<file path="src/rtl/dtc_feature_framer.sv">
// Initiator side of the dtc_* classifier interface: packs beats into a feature vector,
// holds it on cls_feat for EVAL_CYC cycles, then captures and offers the class code.
`timescale 1ns/1ps
module dtc_feature_framer #(
    parameter int FEAT_W   = 12,
    parameter int BEAT_W   = 4,
    parameter int CLS_W    = 3,
    parameter int EVAL_CYC = 1
) (
    input  logic              clk,
    input  logic              rst_n,
    input  logic              s_valid,
    output logic              s_ready,
    input  logic [BEAT_W-1:0] s_data,
    input  logic              s_last,
    output logic [FEAT_W-1:0] cls_feat,
    input  logic [CLS_W-1:0]  cls_class,
    output logic              m_valid,
    input  logic              m_ready,
    output logic [CLS_W-1:0]  m_class,
    output logic              err_pulse,
    output logic [7:0]        err_cnt
);

    // state   | meaning
    // COLLECT | accepting beats of a new feature vector
    // DRAIN   | dropping the tail of an over-long frame up to its s_last
    // EVAL    | cls_feat frozen, waiting for the classifier to settle
    // HOLD    | result offered on m_valid/m_class until taken

    localparam int BEATS = FEAT_W / BEAT_W;
    localparam int BCW   = (BEATS > 1) ? $clog2(BEATS) : 1;
    localparam int TW    = (EVAL_CYC > 1) ? $clog2(EVAL_CYC) : 1;

    typedef enum logic [1:0] {
        COLLECT = 2'd0,
        DRAIN   = 2'd1,
        EVAL    = 2'd2,
        HOLD    = 2'd3
    } state_t;

    state_t         state;
    logic [BCW-1:0] beat_cnt;
    logic [TW-1:0]  eval_tmr;
    logic           accept;
    logic           last_slot;

    assign accept    = s_valid & s_ready;
    assign last_slot = (beat_cnt == BCW'(BEATS - 1));

    always_ff @(posedge clk or negedge rst_n) begin
        if (!rst_n) begin
            state     <= COLLECT;
            beat_cnt  <= '0;
            eval_tmr  <= '0;
            cls_feat  <= '0;
            m_class   <= '0;
            m_valid   <= 1'b0;
            s_ready   <= 1'b0;
            err_pulse <= 1'b0;
            err_cnt   <= '0;
        end else begin
            err_pulse <= 1'b0;
            case (state)
                COLLECT: begin
                    s_ready <= 1'b1;
                    if (accept) begin
                        cls_feat[beat_cnt*BEAT_W +: BEAT_W] <= s_data;
                        if (s_last && last_slot) begin
                            state    <= EVAL;
                            s_ready  <= 1'b0;
                            beat_cnt <= '0;
                            eval_tmr <= TW'(EVAL_CYC - 1);
                        end else if (s_last || last_slot) begin
                            // short frame stays here, long frame drains to its s_last
                            state     <= s_last ? COLLECT : DRAIN;
                            beat_cnt  <= '0;
                            err_pulse <= 1'b1;
                            if (err_cnt != 8'hFF)
                                err_cnt <= err_cnt + 8'd1;
                        end else begin
                            beat_cnt <= beat_cnt + BCW'(1);
                        end
                    end
                end
                DRAIN: begin
                    s_ready <= 1'b1;
                    if (accept && s_last) begin
                        state    <= COLLECT;
                        beat_cnt <= '0;
                    end
                end
                EVAL: begin
                    s_ready <= 1'b0;
                    if (eval_tmr == '0) begin
                        m_class <= cls_class;
                        m_valid <= 1'b1;
                        state   <= HOLD;
                    end else begin
                        eval_tmr <= eval_tmr - TW'(1);
                    end
                end
                HOLD: begin
                    s_ready <= 1'b0;
                    if (m_valid && m_ready) begin
                        m_valid  <= 1'b0;
                        beat_cnt <= '0;
                        s_ready  <= 1'b1;
                        state    <= COLLECT;
                    end
                end
                default: begin
                    state    <= COLLECT;
                    beat_cnt <= '0;
                    m_valid  <= 1'b0;
                    s_ready  <= 1'b1;
                end
            endcase
        end
    end

endmodule
</file>
<file path="config.mk">
export PLATFORM = sky130hd
export DESIGN_NAME = dtc_feature_framer
export DESIGN_NICKNAME = d
export VERILOG_FILES = /design/src/rtl/dtc_feature_framer.sv
export SDC_FILE = /design/constraint.sdc
export NUM_CORES = 1
export LEC_CHECK = 0
export CAP_MARGIN = 15
export CELL_PAD_IN_SITES_DETAIL_PLACEMENT = 1
export CELL_PAD_IN_SITES_GLOBAL_PLACEMENT = 2
export CORE_MARGIN = 4
export CORE_UTILIZATION = 31
export DETAILED_ROUTE_END_ITERATION = 6
export PLACE_DENSITY_LB_ADDON = 0.05
export SYNTH_ARGS = -nofsm -noshare
export SYNTH_HDL_FRONTEND = slang
export SYNTH_SLANG_ARGS = --single-unit
</file>
<file path="constraint.sdc">
create_clock -name clk -period 3.2 [get_ports clk]
set_clock_uncertainty 0.2 [all_clocks]
set_input_delay 0.64 -clock clk [delete_from_list [all_inputs] [get_ports clk]]
set_output_delay 0.64 -clock clk [all_outputs]
set_load 0.05 [all_outputs]
</file>
# After elaboration in Yosys (flattened, before gate mapping)
# Cells that the tools add are included.
# W data, S select, Z words.
[op_classes]
n_addsub = 4
n_mul = 0
div = 0
n_lt_le_gt_ge = 0
n_eq_ne = 11
shift = 2
n_mux = 28
n_bitwise = 3
n_reduce_logical = 15
[op_table]
columns = ["op", "n"]
rows = [
  ["$neg A4 Y34", 1],
  ["$shift A4 B34 Y12 const A", 1],
  ["$shiftx A4 B34 Y12", 1],
  ["$mux W2", 9],
  ["$mux W1", 13],
  ["$bwmux W12", 1],
  ["$ne A2 B2 Y1 const B", 5],
  ["$reduce_and A5 Y1", 2],
  ["$add A8 B1 Y8 const B", 1],
  ["$ne A8 B8 Y1 const B", 1],
  ["$pmux W2 S4", 1],
  ["$eq A2 B2 Y1 const B", 3],
  ["$pmux W2 S3", 1],
  ["$reduce_and A3 Y1", 2],
  ["$pmux W1 S2", 2],
  ["$pmux W1 S4", 1],
  ["$reduce_and A2 Y1", 2],
  ["$reduce_and A4 Y1", 1],
  ["$reduce_bool A2 Y1", 2],
  ["$logic_and A1 B1 Y1", 3],
  ["$ne A3 B3 Y1 const B", 1],
  ["$reduce_bool A3 Y1", 1],
  ["$add A2 B1 Y2 const B", 1],
  ["$eq A2 B1 Y1 const B", 1],
  ["other kinds (5)", 6],
]
[word_totals]
regBits = 31
latch_bits = 0
ramBits = 0
mem_bits_ro = 0
in_bits = 12
out_inout_bits = 26
wordCells = 72
mem_count = 0

# Depth between registers and ports, before layout
# Gate-level depths: netlist of run 1.
[depth]
depth_word = 6
mapped_depth = 8
depth_no_buf = 8

# Worst setup path before layout of run 1
# No wires, ideal clock.
[synth_path]
path_type = "register -> register"
startpoint = "register beat_cnt[0]"
endpoint = "register err_cnt[6]"
setup_ps = 125
t_arrival_ps = 1740
slack_ps = 1136
stages_incl_launch_ff = 9
period_less_slack_ps = 2064
path_cell_list = "dfrtp_1 > inv_1 > ha_1 > inv_1 > ha_1 > nor2_1 > nand2_1 > nor3_1 > mux2_2"
[synth_via]
elab_chain_cells = 4
elab_cells_between_ends = 5
cone_classes = "eq/ne: 1; bitwise: 1; reduce/logical: 3"
[synth_rtl]
columns = ["element", "line_no", "rtl"]
rows = [
  ["start, declared", "43", "logic [BCW-1:0] beat_cnt;"],
  ["start signal, assigned", "82", "beat_cnt <= beat_cnt + BCW'(1);"],
  ["$eq A2 B2 Y1 *", "49", "assign last_slot = (beat_cnt == BCW'(BEATS - 1));"],
  ["$logic_and A1 B1 Y1", "69", "if (s_last && last_slot) begin"],
  ["$not A1 Y1 (no source line)", "-", ""],
  ["$reduce_and A5 Y1 (no source line) *", "-", ""],
  ["end signal, assigned", "80", "err_cnt <= err_cnt + 8'd1;"],
  ["end, declared", "22", "output logic [7:0] err_cnt"],
]
# Mark *: on every way between the ends. The rest lies on a longest branch, timed or not.
# A chain may end at the register's enable or synchronous reset.

# Final worst setup path of run 1
[layout_path]
startpoint = "input port s_last"
endpoint = "register err_cnt[1]"
[layout_via]
elab_chain_cells = 3
elab_cells_between_ends = 4
cone_classes = "bitwise: 1; reduce/logical: 3"
[layout_rtl]
columns = ["element", "line_no", "rtl"]
rows = [
  ["start, declared", "15", "input logic s_last,"],
  ["$logic_and A1 B1 Y1", "69", ""],
  ["$not A1 Y1 (no source line)", "-", ""],
  ["$reduce_and A5 Y1 (no source line) *", "-", ""],
]
# Marked as above.

==> impl_metrics.yaml, run 1 <==
status:
  status: "finished clean"
sta:
  setup_viol: 0
  period_needed_ns: 2.396
  finalMaxSlewViolations: 0
  slew_headroom: 0.5089
  post-route-period-util: 0.7487
  max_freq_mhz: 417.4
  worst_slew_pin_slew_ns: 0.7265
  hold_violations: 0
  totalNegativeSetupSlack_ns: 0
  rsz0062_at_grt: "false"
final_layout:
  layout_commonest_cell: "clkdlybuf4s50_1"
  fin_nets: 198
  multiInputGateArea_um2: 624.3
  finalNonFillerCells: 230
  drive_gt1_frac: 0.07303
  mostFrequentLayoutCells: "clkdlybuf4s50_1, dfrtp_1, nand2_1"
  area_delta_synth_final_pct: 35.96
  antenna_cells: 0
  num-fill-cells: 494
  seqCellArea_um2: 750.7
synth:
  synth_top_area_share: 0.5314
  ys_ff_latch: 30
  synth_area_um2: 1413
  syn_nets: 154
  synth-seq-area-share: 0.5314
  syn_inst: 134
  ys_types: 33
  avgSynthCellArea_um2: 10.54
  yosys_warnings: 0
  synth_largest_area_cell: "dfrtp_1"
  synthTopCellsByArea: "dfrtp_1, nand2_1, ha_1, mux2_2, o21ai_0"
pwr:
  ir_drop_uv: 445.9
  pwr-share-comb: 0.495
  p_switching_uw: 781.8
  internal_power_uw: 946.5
  power_density_nw_per_um2: 899.9
  p_sw_frac: 0.4523
  pwr-share-clk: 0.162
  power.leakage_uw: 0.0008425
  p_total_uw: 1728
  seq_power_share: 0.343
clock_tree:
  cts-resized-gates: 0
  post_cts_buffers: 0
  root_buffer: "clkbuf_8"
  cts_hold_buffers: 0
  clk_pin_slew_ns: 0.06
  insertion_delay_ns: 0.27
  h-tree-depth: 2
  clock_path_buffers: 2
  cts_buffers: 5
  numClockSinks: 30
  cts_tree: "built"
placed_design:
  gp_congestion: 0.8391
  dp.cells: 223
  place.port_buffers: 37
  place_hpwl_um: 2712
die:
  die_area_um2: 5701
  die_w_um: 75.51
  core_um2: 4384
  fp.dieH_um: 75.51
  ios: 38
  num_rows: 24
  start_util: 0.3222
setup_path:
  worstSetupPathType: "primary input to flop"
  worstPathRequired_ns: 3.16
  critPathLaunchType: "primary input"
  cp_slowest_stage_delay_ns: 0.53
  worstPathMaxFanout: 5
  end_kind: "flop"
  crit_slowest_cell: "clkdlybuf4s50_1"
  crit_family: "buffers and inverters"
  path_buf_inv: 2
  path_cells: "clkdlybuf4s50_1 -> inv_1 -> ha_1 -> nor2_1 -> nand2_1 -> or2_1 -> mux2_2"
  worstPathArrival_ns: 2.36
global_routing:
  grt_pass1_vias: 1247
  grt_pass1_wl_um: 5796
  grt_max_degree: 31
  gr-total-overflow: 0
  grt_antenna_before_repair: 0
  grt_usage: 0.1380
route:
  drt_iter0_markers: 26
  via_count: 1152
  first_pass_iters: 4
  wl_per_cell_um: 15.22
  drc: 0
  wl_um: 3500
  ant_nets: 0
  via_per_inst: 5.009
hold_path:
  hold_class: "flop to flop"
run:
  drv_cap: 0
[final cells by class]
cell class              count  area share
flip-flops and latches     30      0.3909
multi-input cells          96      0.3251
repair buffers             38      0.1967
clock buffers               7     0.03974
well taps                  52     0.03388
inverters                   7     0.01368
[layer usage]
layer / up-vias / routed length (um) / track usage
li1: 555 / - / -
met1: 553 / 1534 / 0.1590
met2: 36 / 1651 / 0.2339
met3: 8 / 239 / 0.04617
met4: 0 / 74 / 0.05825
met5: - / 0 / 0
[final timing paths]
path,start,endpoint,cells after the start,slack [ns]
setup / recovery,s_last,err_cnt[1],7,0.80
hold / removal,cls_feat[8],cls_feat[8],2,0.28
setup reg to reg,beat_cnt[0],err_cnt[1],8,0.90
hold reg to reg,cls_feat[8],cls_feat[8],2,0.28
max in group asynchronous,rst_n,beat_cnt[0],2,1.94
min in group asynchronous,rst_n,cls_feat[7],2,0.56
[synthesized netlist by cell type]
| cell | count |
|---|---|
| o31a_1 | 1 |
| nor2_1 | 6 |
| and3_1 | 2 |
| o31ai_1 | 1 |
| nor4b_1 | 1 |
| nor3_1 | 5 |
| a22o_1 | 3 |
| xnor2_1 | 2 |
| and2b_1 | 1 |
| o311a_1 | 2 |
| xor2_1 | 2 |
| nand2_1 | 28 |
| nor3b_1 | 1 |
| buf_6 | 1 |
| mux2i_1 | 1 |
| a31oi_1 | 1 |
| a21oi_1 | 1 |
| a41o_1 | 2 |
| nand4_1 | 3 |
| nand3_1 | 3 |
| ha_1 | 8 |
| or2_1 | 1 |
| inv_1 | 7 |
| nand3b_1 | 1 |
| o41ai_1 | 1 |
| dfrtp_1 | 30 |
| o21ai_0 | 9 |
| a21o_1 | 1 |
| mux2_2 | 5 |
| or2_2 | 1 |
| and4bb_2 | 1 |
| nor2b_1 | 1 |
| and2_1 | 1 |
[metrics by stage]
stage / setup WS (ns) / util / hold WS [ns] / cell area, um^2
after detailed placement: 0.5005 / 0.4207 / 0.2714 / 1844
after global routing: 0.6639 / 0.4381 / 0.3194 / 1921
after CTS: 0.7872 / 0.4381 / 0.2860 / 1921
after global placement: 0.5674 / 0.4207 / 0.2622 / 1844
final: 0.8042 / 0.4381 / 0.2788 / 1921
after floorplan: 1.136 / - / 0.1444 / 1413
[worst min-delay path, stage by stage, from the launching register on]
cell	delay, ns
dfrtp_1	0.34
nand2_1	0.05
o21ai_0	0.06
[cell families (layout without fill, tap and decap cells)]
logic type,after synthesis,after routing,synth area share
AOI/OAI and AO/OA,22,22,0.1098
xor gates and xnor gates,4,4,0.02481
adders and majority gates,8,8,0.07086
buffers and inverters,8,52,0.02658
DFF,30,30,0.5314
muxes,6,6,0.04694
and+or+nand+nor,56,56,0.1896
[registers in the layout, indices dropped and copies added (netlist names)]
name,flops
cls_feat,12
s_ready,1
beat_cnt,2
err_cnt,8
m_valid,1
m_class,3
state,2
err_pulse,1
[power by group through the flow]
stage	clock (uW)	sequential (uW)	combinational [uW]
3_3_place_gp	0	593	843
2_1_floorplan	0	867	304
5_1_grt	313	614	929
6_report	280	593	856
3_5_place_dp	0	599	862
4_1_cts	302	594	865
Note: power is estimated with default switching activity, not from simulation.
==> inputs of run 2 (changes only) <==
CORE_UTILIZATION = 29   (was 31)
clock period = 2.5 ns   (was 3.2 ns; I/O delays follow)
==> run 2 against run 1 <==
Against the previous run:
- first-iteration DRC count up 58%
- sequential share of layout area fell by 1.4 points
- combinational power increased by 30%
- highest routed layer unchanged
==> impl_metrics.yaml, run 2 (synthesis results as in run 1) <==
setup_path:
  cp_slowest_stage_delay_ns: 0.84
  path_cells: "clkdlybuf4s50_1"
  worstPathArrival_ns: 1.55
  worstPathMaxFanout: 6
  worstSetupPathType: "flop to primary output"
  crit_slowest_cell: "clkdlybuf4s50_1"
  end_kind: "primary output"
  critPathLaunchType: "flop"
  crit_family: "buffers and inverters"
  worstPathRequired_ns: 1.80
  path_buf_inv: 1
die:
  ios: 38
  fp.dieH_um: 77.79
  num_rows: 25
  core_um2: 4723
  die_area_um2: 6051
  start_util: 0.2991
  die_w_um: 77.79
clock_tree:
  clk_pin_slew_ns: 0.06
  cts-resized-gates: 0
  clock_path_buffers: 2
  h-tree-depth: 2
  insertion_delay_ns: 0.27
  numClockSinks: 30
  post_cts_buffers: 0
  cts_tree: "built"
  cts_hold_buffers: 0
  root_buffer: "clkbuf_8"
  cts_buffers: 5
pwr:
  seq_power_share: 0.332
  p_total_uw: 2273
  power.leakage_uw: 0.0008769
  p_switching_uw: 1008
  power_density_nw_per_um2: 1141
  ir_drop_uv: 654.5
  pwr-share-clk: 0.178
  pwr-share-comb: 0.490
  p_sw_frac: 0.4433
  internal_power_uw: 1265
final_layout:
  layout_commonest_cell: "clkdlybuf4s50_1"
  final_util: 0.4217
  fin_area_um2: 1992
  regMostFlops: "cls_feat"
  drive_gt1_frac: 0.1087
  antenna_cells: 0
  largest_reg_flops: 12
  reg_top3: "cls_feat (12), err_cnt (8), m_class (3)"
  area_delta_synth_final_pct: 41.01
  fin_nets: 203
  mostFrequentLayoutCells: "clkdlybuf4s50_1, dfrtp_1, nand2_1"
sta:
  worst_slew_pin_slew_ns: 0.5079
  post-route-period-util: 0.8987
  setup_slack_ns: 0.2533
  finalMaxSlewViolations: 0
  slew_headroom: 0.6603
  setup_viol: 0
  totalNegativeSetupSlack_ns: 0
  period_needed_ns: 2.247
  hold_violations: 0
  max_freq_mhz: 445.1
  rsz0062_at_grt: "false"
global_routing:
  grt_antenna_before_repair: 0
  grt_pass1_vias: 1243
  gr-total-overflow: 0
  grt_usage: 0.1242
  grt_max_degree: 31
  grt_pass1_wl_um: 5982
placed_design:
  place.port_buffers: 37
  dpl_cell_area_um2: 1901
  place_hpwl_um: 2629
  pre_cts_ws_ns: 0.01989
  gp_congestion: 0.7307
route:
  ant_nets: 0
  wl_um: 3410
  drc: 0
  via_per_inst: 4.566
  wl_per_cell_um: 13.59
  first_pass_iters: 4
  via_count: 1146
  drt_iter0_markers: 41
hold_path:
  hold_class: "flop to flop"
status:
  status: "finished clean"
run:
  drv_cap: 0
## run 2: per-stage QoR
step | hold slack, ns | cells
4_1_cts | 0.2931 | 251
3_5_place_dp | 0.2780 | 243
5_1_grt | 0.3205 | 251
6_report | 0.2820 | 251
2_1_floorplan | 0.004409 | 134
3_3_place_gp | 0.2586 | 243
## run 2: power by group through the flow
stage	Sequential (uW)	Clock [uW]	Combinational (uW)
floorplan	1110	0	389
global placement	756	0	1120
detailed placement	768	0	1130
CTS	759	423	1130
global route	787	442	1210
finish	754	405	1110
## run 2: area by class of cell
class                           instances  area [um^2]
Tap cell                               67        83.83
Inverter                                7        26.28
Multi-Input combinational cell         96        624.3
Timing Repair Buffer                   43        415.4
Clock buffer                            7        86.33
Sequential cell                        30        750.7
Fill cell                             540         2731
Clock inverter                          1        5.005
## run 2: worst paths after layout
check	startpoint	endpoint	slack [ns]	cells past startpoint
min in group asynchronous	rst_n	cls_feat[4]	0.42	2
setup / recovery	err_cnt[3]	err_cnt[3]	0.25	1
hold / removal	cls_feat[9]	cls_feat[9]	0.28	2
hold reg to reg	cls_feat[9]	cls_feat[9]	0.28	2
setup reg to reg	beat_cnt[0]	err_cnt[6]	0.27	8
max in group asynchronous	rst_n	err_cnt[3]	1.39	2
## run 2: layer usage
layer | up-vias | part of all wire | GRT usage
met5 | - | 0 | 0
met4 | 0 | 0.0044 | 0.04270
met3 | 2 | 0.066 | 0.04176
met2 | 28 | 0.49 | 0.2029
met1 | 552 | 0.44 | 0.1522
li1 | 564 | - | -
==> inputs of run 3 (changes only) <==
SETUP_SLACK_MARGIN = 0.1   (was default)
==> run 3 against run 2 <==
Against the previous run:
- sequential power barely moved
- design area rose by 0.25%
- setup slack got worse by 0.0010 ns
- combinational power barely moved
- first-iteration DRC count did not move
- via count barely moved
- non-clock buffer count did not move
- register-to-register slack barely moved
- total power rose by 0.18%
- hold slack barely moved
- maximum frequency barely moved
- critical path type unchanged
- largest cell class unchanged
- highest routed layer unchanged
==> impl_metrics.yaml, run 3 (synthesis results as in run 1) <==
placed_design:
  place_hpwl_um: 2629
  pre_cts_ws_ns: 0.01989
  place.port_buffers: 37
  gp_congestion: 0.7307
die:
  num_rows: 25
  die_w_um: 77.79
  ios: 38
  die_area_um2: 6051
  start_util: 0.2991
  fp.dieH_um: 77.79
  core_um2: 4723
global_routing:
  grt_pass1_vias: 1243
  grt_antenna_before_repair: 0
  grt_max_degree: 31
  grt_usage: 0.1242
  gr-total-overflow: 0
  grt_pass1_wl_um: 5982
final_layout:
  antenna_cells: 0
  reg_top3: "cls_feat (12), err_cnt (8), m_class (3)"
  largest_reg_flops: 12
  drive_gt1_frac: 0.1141
  regMostFlops: "cls_feat"
  mostFrequentLayoutCells: "clkdlybuf4s50_1, dfrtp_1, nand2_1"
  fin_nets: 203
  area_delta_synth_final_pct: 41.36
  layout_commonest_cell: "clkdlybuf4s50_1"
setup_path:
  path_cells: "clkdlybuf4s50_1"
  worstSetupPathType: "flop to primary output"
  crit_family: "buffers and inverters"
  path_buf_inv: 1
  worstPathRequired_ns: 1.80
  worstPathArrival_ns: 1.55
  crit_slowest_cell: "clkdlybuf4s50_1"
  cp_slowest_stage_delay_ns: 0.84
  end_kind: "primary output"
  worstPathMaxFanout: 6
  critPathLaunchType: "flop"
status:
  status: "finished clean"
pwr:
  ir_drop_uv: 654.6
  power.leakage_uw: 0.0008769
  power_density_nw_per_um2: 1140
route:
  via_count: 1147
  via_per_inst: 4.570
  drc: 0
  ant_nets: 0
  first_pass_iters: 4
  wl_per_cell_um: 13.71
  wl_um: 3442
  drt_iter0_markers: 41
sta:
  totalNegativeSetupSlack_ns: 0
  post-route-period-util: 0.8991
  setup_slack_ns: 0.2523
  period_needed_ns: 2.248
  setup_viol: 0
  hold_violations: 0
  rsz0062_at_grt: "false"
  finalMaxSlewViolations: 0
  slew_headroom: 0.6603
  worst_slew_pin_slew_ns: 0.5079
  max_freq_mhz: 444.9
clock_tree:
  cts_buffers: 5
  root_buffer: "clkbuf_8"
  cts-resized-gates: 0
  post_cts_buffers: 0
  clk_pin_slew_ns: 0.06
  cts_hold_buffers: 0
  clock_path_buffers: 2
  h-tree-depth: 2
  cts_tree: "built"
  numClockSinks: 30
  insertion_delay_ns: 0.27
run:
  drv_cap: 0
hold_path:
  hold_class: "flop to flop"
[run 3: cell counts in the layout (fill, tap and decap cells not counted)]
Identical to the previous run, type by type.
[run 3: routing by layer]
layer,wire (um),vias up,GRT usage,share of wire
met1,1499,553,0.1522,0.44
li1,-,564,-,-
met2,1701,28,0.2029,0.49
met5,0,-,0,0
met4,15,0,0.04270,0.0044
met3,225,2,0.04176,0.065
[run 3: tightest hold or removal path, delay by kind of cell, from the launching register on]
family / cells / cell delay (ns)
flip-flops: 1 / 0.34
AO/OA/AOI/OAI: 1 / 0.06
AND/OR/NAND/NOR: 1 / 0.05
[run 3: worst paths after layout]
check | startpoint | endpoint | slack, ns | cells after the start
worst max-delay path | err_cnt[3] | err_cnt[3] | 0.25 | 1
worst min-delay path | cls_feat[9] | cls_feat[9] | 0.28 | 2
worst max register to register | beat_cnt[0] | err_cnt[6] | 0.26 | 8
worst min register to register | cls_feat[9] | cls_feat[9] | 0.28 | 2
max in group asynchronous | rst_n | err_cnt[3] | 1.39 | 2
min in group asynchronous | rst_n | cls_feat[4] | 0.42 | 2
[run 3: stage by stage]
step | utilization | cell area (um^2) | hold slack (ns) | instances | power (uW)
4_1_cts | 0.4217 | 1992 | 0.2931 | 251 | 2315
6_report | 0.4228 | 1997 | 0.2820 | 251 | 2277
5_1_grt | 0.4228 | 1997 | 0.3205 | 251 | 2443
3_5_place_dp | 0.4024 | 1901 | 0.2780 | 243 | 1895
2_1_floorplan | - | 1413 | 0.004409 | 134 | 1499
3_3_place_gp | 0.4024 | 1901 | 0.2586 | 243 | 1874
[run 3: power breakdown]
part	switching, uW	internal, uW
Combinational	696	422
Sequential	132	622
Clock	184	222
[run 3: cell type report]
| cell class | count | area (um^2) |
|---|---|---|
| fill | 539 | 2726 |
| inverter | 7 | 26.28 |
| sequential | 30 | 750.7 |
| timing repair buffer | 43 | 415.4 |
| clock buffer | 7 | 86.33 |
| clock inverter | 1 | 5.005 |
| multi-input combinational | 96 | 629.4 |
| tap | 67 | 83.83 |
